--- src/rtl/tick_period_meter.sv ---
// Measures the clk-cycle period between consecutive single-cycle ticks and
// presents each result on a valid/ready holding register.
// Optional running minimum of captured periods: define TICK_PERIOD_MIN_EN.
module tick_period_meter #(
    parameter int WIDTH   = 16,
    parameter int TIMEOUT = 65535
) (
    input  logic             clk,
    input  logic             rst,
    input  logic             cen,
    input  logic             tick,
    output logic [WIDTH-1:0] period,
    output logic             valid,
    input  logic             ready,
    output logic             overrun,
    output logic             timeout,
    output logic             dbg_state
`ifdef TICK_PERIOD_MIN_EN
    ,
    output logic [WIDTH-1:0] min_period
`endif
);

    generate
        if ((TIMEOUT < 2) || (longint'(TIMEOUT) > ((longint'(1) << WIDTH) - 1))) begin : g_bad_timeout
            $error("tick_period_meter: TIMEOUT out of range 2..2**WIDTH-1");
        end
    endgenerate

    localparam logic [WIDTH-1:0] TIMEOUT_V = WIDTH'(TIMEOUT);

    typedef enum logic {
        IDLE    = 1'b0,
        MEASURE = 1'b1
    } state_t;

    state_t           state;
    state_t           state_nxt;
    logic [WIDTH-1:0] cnt;
    logic [WIDTH-1:0] cnt_nxt;
    logic             capture;
    logic             timeout_nxt;

    assign dbg_state = state;

    always_ff @(posedge clk) begin
        if (rst) begin
            state <= IDLE;
        end else begin
            state <= state_nxt;
        end
    end

    // cnt holds the number of cycles since the last accepted tick; it never
    // passes TIMEOUT because the timeout branch returns to IDLE first.
    always_comb begin
        state_nxt   = state;
        cnt_nxt     = cnt;
        capture     = 1'b0;
        timeout_nxt = 1'b0;
        if (!cen) begin
            state_nxt = IDLE;
            cnt_nxt   = '0;
        end else begin
            case (state)
                IDLE: begin
                    cnt_nxt = '0;
                    if (tick) begin
                        cnt_nxt   = WIDTH'(1);
                        state_nxt = MEASURE;
                    end
                end
                MEASURE: begin
                    if (tick) begin
                        capture = 1'b1;
                        cnt_nxt = WIDTH'(1);
                    end else if (cnt == TIMEOUT_V) begin
                        timeout_nxt = 1'b1;
                        cnt_nxt     = '0;
                        state_nxt   = IDLE;
                    end else begin
                        cnt_nxt = cnt + WIDTH'(1);
                    end
                end
                default: begin
                    state_nxt = IDLE;
                    cnt_nxt   = '0;
                end
            endcase
        end
    end

    // Handshake: a result transfers on any edge where valid && ready. A new
    // capture always wins the register; it flags overrun only when the old
    // result was unread and not being accepted on that same edge.
    always_ff @(posedge clk) begin
        if (rst) begin
            cnt     <= '0;
            period  <= '0;
            valid   <= 1'b0;
            overrun <= 1'b0;
            timeout <= 1'b0;
        end else begin
            cnt     <= cnt_nxt;
            timeout <= timeout_nxt;
            overrun <= 1'b0;
            if (capture) begin
                period  <= cnt;
                valid   <= 1'b1;
                overrun <= valid && !ready;
            end else if (valid && ready) begin
                valid <= 1'b0;
            end
        end
    end

`ifdef TICK_PERIOD_MIN_EN
    always_ff @(posedge clk) begin
        if (rst) begin
            min_period <= '1;
        end else if (capture && (cnt < min_period)) begin
            min_period <= cnt;
        end
    end
`endif

endmodule

--- config.mk ---
export PLATFORM = sky130hd
export DESIGN_NAME = tick_period_meter
export DESIGN_NICKNAME = d
export VERILOG_FILES = /design/src/rtl/tick_period_meter.sv
export SDC_FILE = /design/constraint.sdc
export NUM_CORES = 1
export LEC_CHECK = 0
export ABC_AREA = 1
export BUFFER_PORTS_ARGS = -buffer_cell sky130_fd_sc_hd__clkbuf_2
export CORE_MARGIN = 5
export CORE_UTILIZATION = 40
export CTS_CLUSTER_DIAMETER = 40
export CTS_CLUSTER_SIZE = 20
export DETAILED_ROUTE_END_ITERATION = 10
export PLACE_DENSITY = 0.7
export SLEW_MARGIN = 25
export SYNTH_ARGS = -nofsm -noshare
export SYNTH_HDL_FRONTEND = slang
export SYNTH_SLANG_ARGS = --single-unit
--- constraint.sdc ---
create_clock -name clk -period 3.92 [get_ports clk]
set_clock_uncertainty 0.2 [all_clocks]
set_input_delay 0.196 -clock clk [delete_from_list [all_inputs] [get_ports clk]]
set_output_delay 0.196 -clock clk [all_outputs]
set_load 0.02 [all_outputs]
==> results.yml, run 1 <==
run_status:
  outcome: "finished clean"
sta:
  grt_setup_unrepaired: "no"
  max_freq_mhz: 499
  final_max_slew_viol_count: 0
  hold-worst-slack_ns: 0.0189
  fin_crit_sh_pct: 51.1
  fin_crit_ns: 2.00
  relSlewSlack_pct: 65.1
  worstMarginPinSlew_ns: 0.524
  hold_viol: 0
  tns_ns: 0
  setup_viol: 0
critical_path:
  crit_path_start_kind: "input port"
  crit_family: "buffers and inverters"
  r2r-start: "cnt[0]$_SDFF_PP0_"
  r2r_cells: 8
  ff2ff_setup_slack_ns: 2.11
  crit_buf_inv: 5
  cp-end-kind: "flop"
  crit_type: "input port to flop"
  cpMostUsedCell: "inv_1"
  startpoint: "rst"
  arrival_ns: 2.04
  cpPeakStageDelay_ns: 0.53
  setup.worst_path.end: "cnt[10]$_SDFF_PP0_"
  critPathSlowestCell: "dlygate4sd3_1"
  rr_endpoint: "cnt[10]$_SDFF_PP0_"
  cp_num_cells: 9
  critPathMaxFanout: 19
  crit_chain: "dlygate4sd3_1 -> clkbuf_2 -> inv_1 -> nand3_1 -> nor2_1 -> nand2_2 -> inv_1 -> nand2_1 -> inv_1"
  cp_data_required_time_ns: 3.96
cells_and_area:
  nets: 228
  fill_cells: 363
  syn2layout_area_growth_pct: 17.2
  diodes: 0
  drive_above_1_share_pct: 21.6
synth:
  syn_area_sq_um: 1520
  synth-xor-area-share_pct: 4.03
  synth.area.mux_share_pct: 0
  synthAdderAreaFrac_pct: 0.823
  syn_nets: 199
  synth_seq_cells: 36
  synth_compound_area_share_pct: 14.0
  synth_cells: 193
  synth.distinct_cells: 21
  yosysSeqAreaShare_pct: 47.4
  ys_warn_count: 0
  synthSimpleGateAreaFrac_pct: 23.8
  syn_area_per_cell_sq_um: 7.88
  synth_top_family_by_area: "simple AND/OR/NAND/NOR gates"
place:
  gp_congestion: 0.812
  dpl.hpwl_um: 2070
  portBuffers: 24
die:
  num_io_pins: 25
  core_sq_um: 3660
  rows: 22
  die-area_sq_um: 5130
  initial_core_util_pct: 41.5
  fp.dieH_um: 71.7
  die_width_um: 71.7
route:
  viasPerCell: 4.63
  ant_nets: 0
  vias: 1249
  drc: 0
  drt-initial-drc-count: 50
  routed_wl_um: 2810
  firstDrtPassIters: 4
  wl_per_cell_um: 10.4
grt:
  use_met3_pct: 4.35
  grt_pass1_wl_um: 4830
  grt_max_degree: 35
  grt_pass1_vias: 1128
  met2_usage_pct: 18.5
  grt_util_met1_pct: 14.5
  antenna_found_initial: 0
  groute.usage.overall_pct: 11.9
  gr-total-overflow: 0
  grt-busiest-layer: "met2"
cts:
  htreeDepth: 2
  clkLatencyLatePin_ns: 0.28
  cts_resized: 0
  holdBufCountCts: 3
  cts_setup_buffers: 0
  clock-root-buffer: "clkbuf_8"
  cts_made_buffers: 5
  clock_path_buffers: 2
  clkSinkCount: 36
  clkTransAtPathRegs_ns: 0.07
  cts_tree: "done"
min_path:
  worstHoldPathType: "input port to flop"
pwr:
  power_density_nw_per_um2: 365
  power.leakage_nw: 0.693
  max-vdd-ir-drop_mv: 0.116
job:
  drv_cap: 0
sequential cells by signal, indices dropped and copies added, names as in the netlist:
| name | count |
|---|---|
| timeout | 1 |
| valid | 1 |
| period | 16 |
| overrun | 1 |
| dbg_state | 1 |
| cnt | 16 |
cells by family after synthesis:
| family | count (synthesis) |
|---|---|
| simple gates | 71 |
| buf+inv | 37 |
| xor+xnor | 7 |
| fa+ha+maj | 1 |
| compound gates | 41 |
| flops | 36 |
layout by cell type (no fill, tap or decap):
cell and instances:
nand2_2 3, nand2_1 29, clkbuf_8 5, dfxtp_1 36, a21oi_1 20, ha_1 1
nand3_2 1, xor2_1 3, clkbuf_2 24, nand3b_1 3, nand4_1 1, dlygate4sd3_1 3
nor3_1 2, nor2_2 8, a21oi_2 2, nand4_4 1, clkbuf_1 1, inv_1 32
clkinv_2 1, o21ai_0 19, nor2_1 12, nor2_4 3, nand3_1 8, xnor2_1 4
worst min-delay path by stage:
stage                     start              endpoint  slack, ns  cells after the start
after global placement      rst    valid$_SDFFE_PP0P_       0.22                      2
after global routing        cen  dbg_state$_SDFF_PP0_       0.05                      3
final                       cen  dbg_state$_SDFF_PP0_       0.02                      3
after detailed placement    rst    valid$_SDFFE_PP0P_       0.22                      2
after floorplan            tick    timeout$_SDFF_PP0_       0.07                      1
after CTS                   cen  dbg_state$_SDFF_PP0_      0.004                      3
metal layers:
layer,vias to the layer above,wire [um]
li1,664,-
met1,559,1350
met2,19,1270
met3,7,138
met4,0,55
met5,-,0
worst min-delay path: cells and delay by family:
family | cells | cell delay [ns]
buffers and inverters | 1 | 0.10
and+or+nand+nor | 2 | 0.16
report_power, final:
group          internal [mW]  total (mW)  switching (mW)
combinational         0.0123      0.0342          0.0220
clock                  0.121       0.240           0.120
sequential             0.372       0.375         0.00321
synth_stat cells, drive strengths merged:
master	number	area (sq um)
a21oi	22	118
buf	2	20.0
clkbuf	3	11.3
dfxtp	36	721
ha	1	12.5
inv	32	120
nand2	32	128
nand3	9	45.0
nand3b	3	22.5
nand4	2	27.5
nor2	23	129
nor3	2	10.0
o21ai	19	95.1
xnor2	4	35.0
xor2	3	26.3
stage by stage:
step | std cells | power (mW) | util (%) | worst slack [ns] | instance area (sq um)
3_3_place_gp | 260 | 0.415 | 45.6 | 1.98 | 1670
5_1_grt | 270 | 0.678 | 48.7 | 1.71 | 1780
4_1_cts | 270 | 0.660 | 48.5 | 1.75 | 1780
3_5_place_dp | 260 | 0.416 | 45.6 | 1.98 | 1670
2_1_floorplan | 193 | 0.405 | - | 2.42 | 1520
6_report | 270 | 0.650 | 48.7 | 1.92 | 1780
layout make-up:
cell class,count,area (sq um),share of cell area (%)
clock inverters,1,5.00,0.281
repair buffers,27,150,8.43
clock buffers,6,72.6,4.07
well taps,48,60.1,3.37
multi-input cells,120,653,36.7
inverters,32,120,6.74
flip-flops and latches,36,721,40.4
(Power assumes the default switching activity.)
==> run 2, diff against run 1 <==
Settings changed: PLACE_DENSITY 0.7 to 0.72.
Clock period 3.92 ns to 1.7 ns, I/O delays scaled along.
==> run 2 against run 1 <==
Net effect: combinational power rose to 2.6 times the previous value; clock-buffer cell count is the same; worst hold slack improved by 0.22 ns; sequential power rose by 130%; via count grew 1.5%.
==> results.yml, run 2 (synthesis results as in run 1) <==
min_path:
  worstHoldPathType: "flop to flop"
  whs_path_depth: 2
cts:
  htreeDepth: 2
  clkTransAtPathRegs_ns: 0.07
  clock_path_buffers: 2
  cts_tree: "done"
  cts_setup_buffers: 0
  clkLatencyLatePin_ns: 0.28
  clkSinkCount: 36
  cts_made_buffers: 5
  cts_resized: 0
  clock-root-buffer: "clkbuf_8"
critical_path:
  critPathSlowestCell: "dfxtp_1"
  critPathMaxFanout: 13
  arrival_ns: 1.56
  crit_path_start_kind: "flop"
  crit_type: "flop to flop"
  cpPeakStageDelay_ns: 0.36
  crit_buf_inv: 1
  cp_num_cells: 7
  r2r_cells: 7
  crit_family: "simple AND/OR/NAND/NOR gates"
  cp_data_required_time_ns: 1.68
  crit_chain: "ha_1 -> nand2_1 -> nor2_4 -> nand4_4 -> nand2_2 -> buf_12 -> a21oi_1"
  cp-end-kind: "flop"
sta:
  worstMarginPinSlew_ns: 0.273
  setup_viol: 0
  relSlewSlack_pct: 81.8
  hold_viol: 0
  max_freq_mhz: 630
  grt_setup_unrepaired: "no"
  fin_crit_sh_pct: 93.4
  fin_crit_ns: 1.59
  final_max_slew_viol_count: 0
  tns_ns: 0
place:
  dpl.hpwl_um: 2140
  gp_congestion: 0.805
  portBuffers: 24
cells_and_area:
  drive_above_1_share_pct: 23.6
  fill_cells: 359
  nets: 234
  layout_commonest_cell: "dfxtp_1"
  syn2layout_area_growth_pct: 21.8
  reg_top3: "cnt: 16 flops, period: 16 flops"
  diodes: 0
  final_cell_mix: "36 x dfxtp_1, 32 x inv_1, 29 x nand2_1"
route:
  firstDrtPassIters: 4
  ant_nets: 0
  viasPerCell: 4.58
  routed_wl_um: 2930
  wl_per_cell_um: 10.6
  drt-initial-drc-count: 115
  vias: 1268
  drc: 0
pwr:
  max-vdd-ir-drop_mv: 0.308
  power.leakage_nw: 0.737
  power_mw: 1.57
  power_density_nw_per_um2: 847
die:
  fp.dieH_um: 71.7
  rows: 22
  initial_core_util_pct: 41.5
  num_io_pins: 25
  die_width_um: 71.7
  core_sq_um: 3660
  die-area_sq_um: 5130
job:
  drv_cap: 0
grt:
  grt_pass1_vias: 1157
  groute.usage.overall_pct: 12.5
  grt_max_degree: 35
  antenna_found_initial: 0
  grt_pass1_wl_um: 5060
  gr-total-overflow: 0
run_status:
  outcome: "finished clean"
[run 2: cell count changes in the layout (fill, tap and decap cells not counted)]
cell           delta
buf_4             +4
buf_12            +1
clkbuf_1          -1
clkbuf_8          +1
clkinv_2          +1
dlygate4sd3_1     +1
nand3_1           +1
nand3_2           -1
[run 2: final timing paths]
kind                                               from                       to  slack (ns)
worst max-delay path                  cnt[1]$_SDFF_PP0_       cnt[13]$_SDFF_PP0_        0.11
worst min-delay path            period[12]$_SDFFE_PP0P_  period[12]$_SDFFE_PP0P_        0.24
worst max register to register        cnt[1]$_SDFF_PP0_       cnt[13]$_SDFF_PP0_        0.11
worst min register to register  period[12]$_SDFFE_PP0P_  period[12]$_SDFFE_PP0P_        0.24
[run 2: report_power, final]
group / switching (mW) / leakage [nW] / total [mW] / internal [mW]
clock: 0.293 / 0.0510 / 0.616 / 0.323
combinational: 0.0534 / 0.395 / 0.0881 / 0.0347
sequential: 0.00719 / 0.291 / 0.865 / 0.858
[run 2: per-layer routing]
metal	up-vias	track usage [%]	part of all wire, %
li1	681	-	-
met1	553	15.1	48
met2	28	20.3	46
met3	6	3.79	5.0
met4	0	5.64	1.7
met5	-	0	0
[run 2: per-stage QoR]
| step | area, sq um | cells | setup WS, ns | hold WS (ns) | utilization, % |
|---|---|---|---|---|---|
| 2_1_floorplan | 1520 | 193 | 0.201 | -0.0374 | - |
| 3_3_place_gp | 1720 | 265 | 0.193 | 0.119 | 47.0 |
| 3_5_place_dp | 1720 | 265 | 0.135 | 0.114 | 47.0 |
| 4_1_cts | 1850 | 277 | 0.115 | 0.246 | 50.6 |
| 5_1_grt | 1850 | 277 | 0.0226 | 0.259 | 50.6 |
| 6_report | 1850 | 277 | 0.113 | 0.244 | 50.6 |
[run 2: worst reg2reg max path: stages (launching register included)]
cell and delay, ns:
dfxtp_1 0.36, ha_1 0.19, nand2_1 0.09, nor2_4 0.18, nand4_4 0.14, nand2_2 0.12, buf_12 0.15, a21oi_1 0.06
[run 2: cell type report]
type	count	area [sq um]	share of cell area [%]
clock buffer	6	82.6	4.46
clock inverter	2	10.0	0.541
inverter	32	120	6.49
multi-input combinational	120	648	35.0
sequential	36	721	38.9
tap	48	60.1	3.24
timing repair buffer	33	210	11.4
[run 2: repair_timing]
item / 4_1_cts / 5_1_grt
hold endpoints to repair: 6 / 0
setup endpoints to repair: 0 / 0
hold buffers: 4 / 0
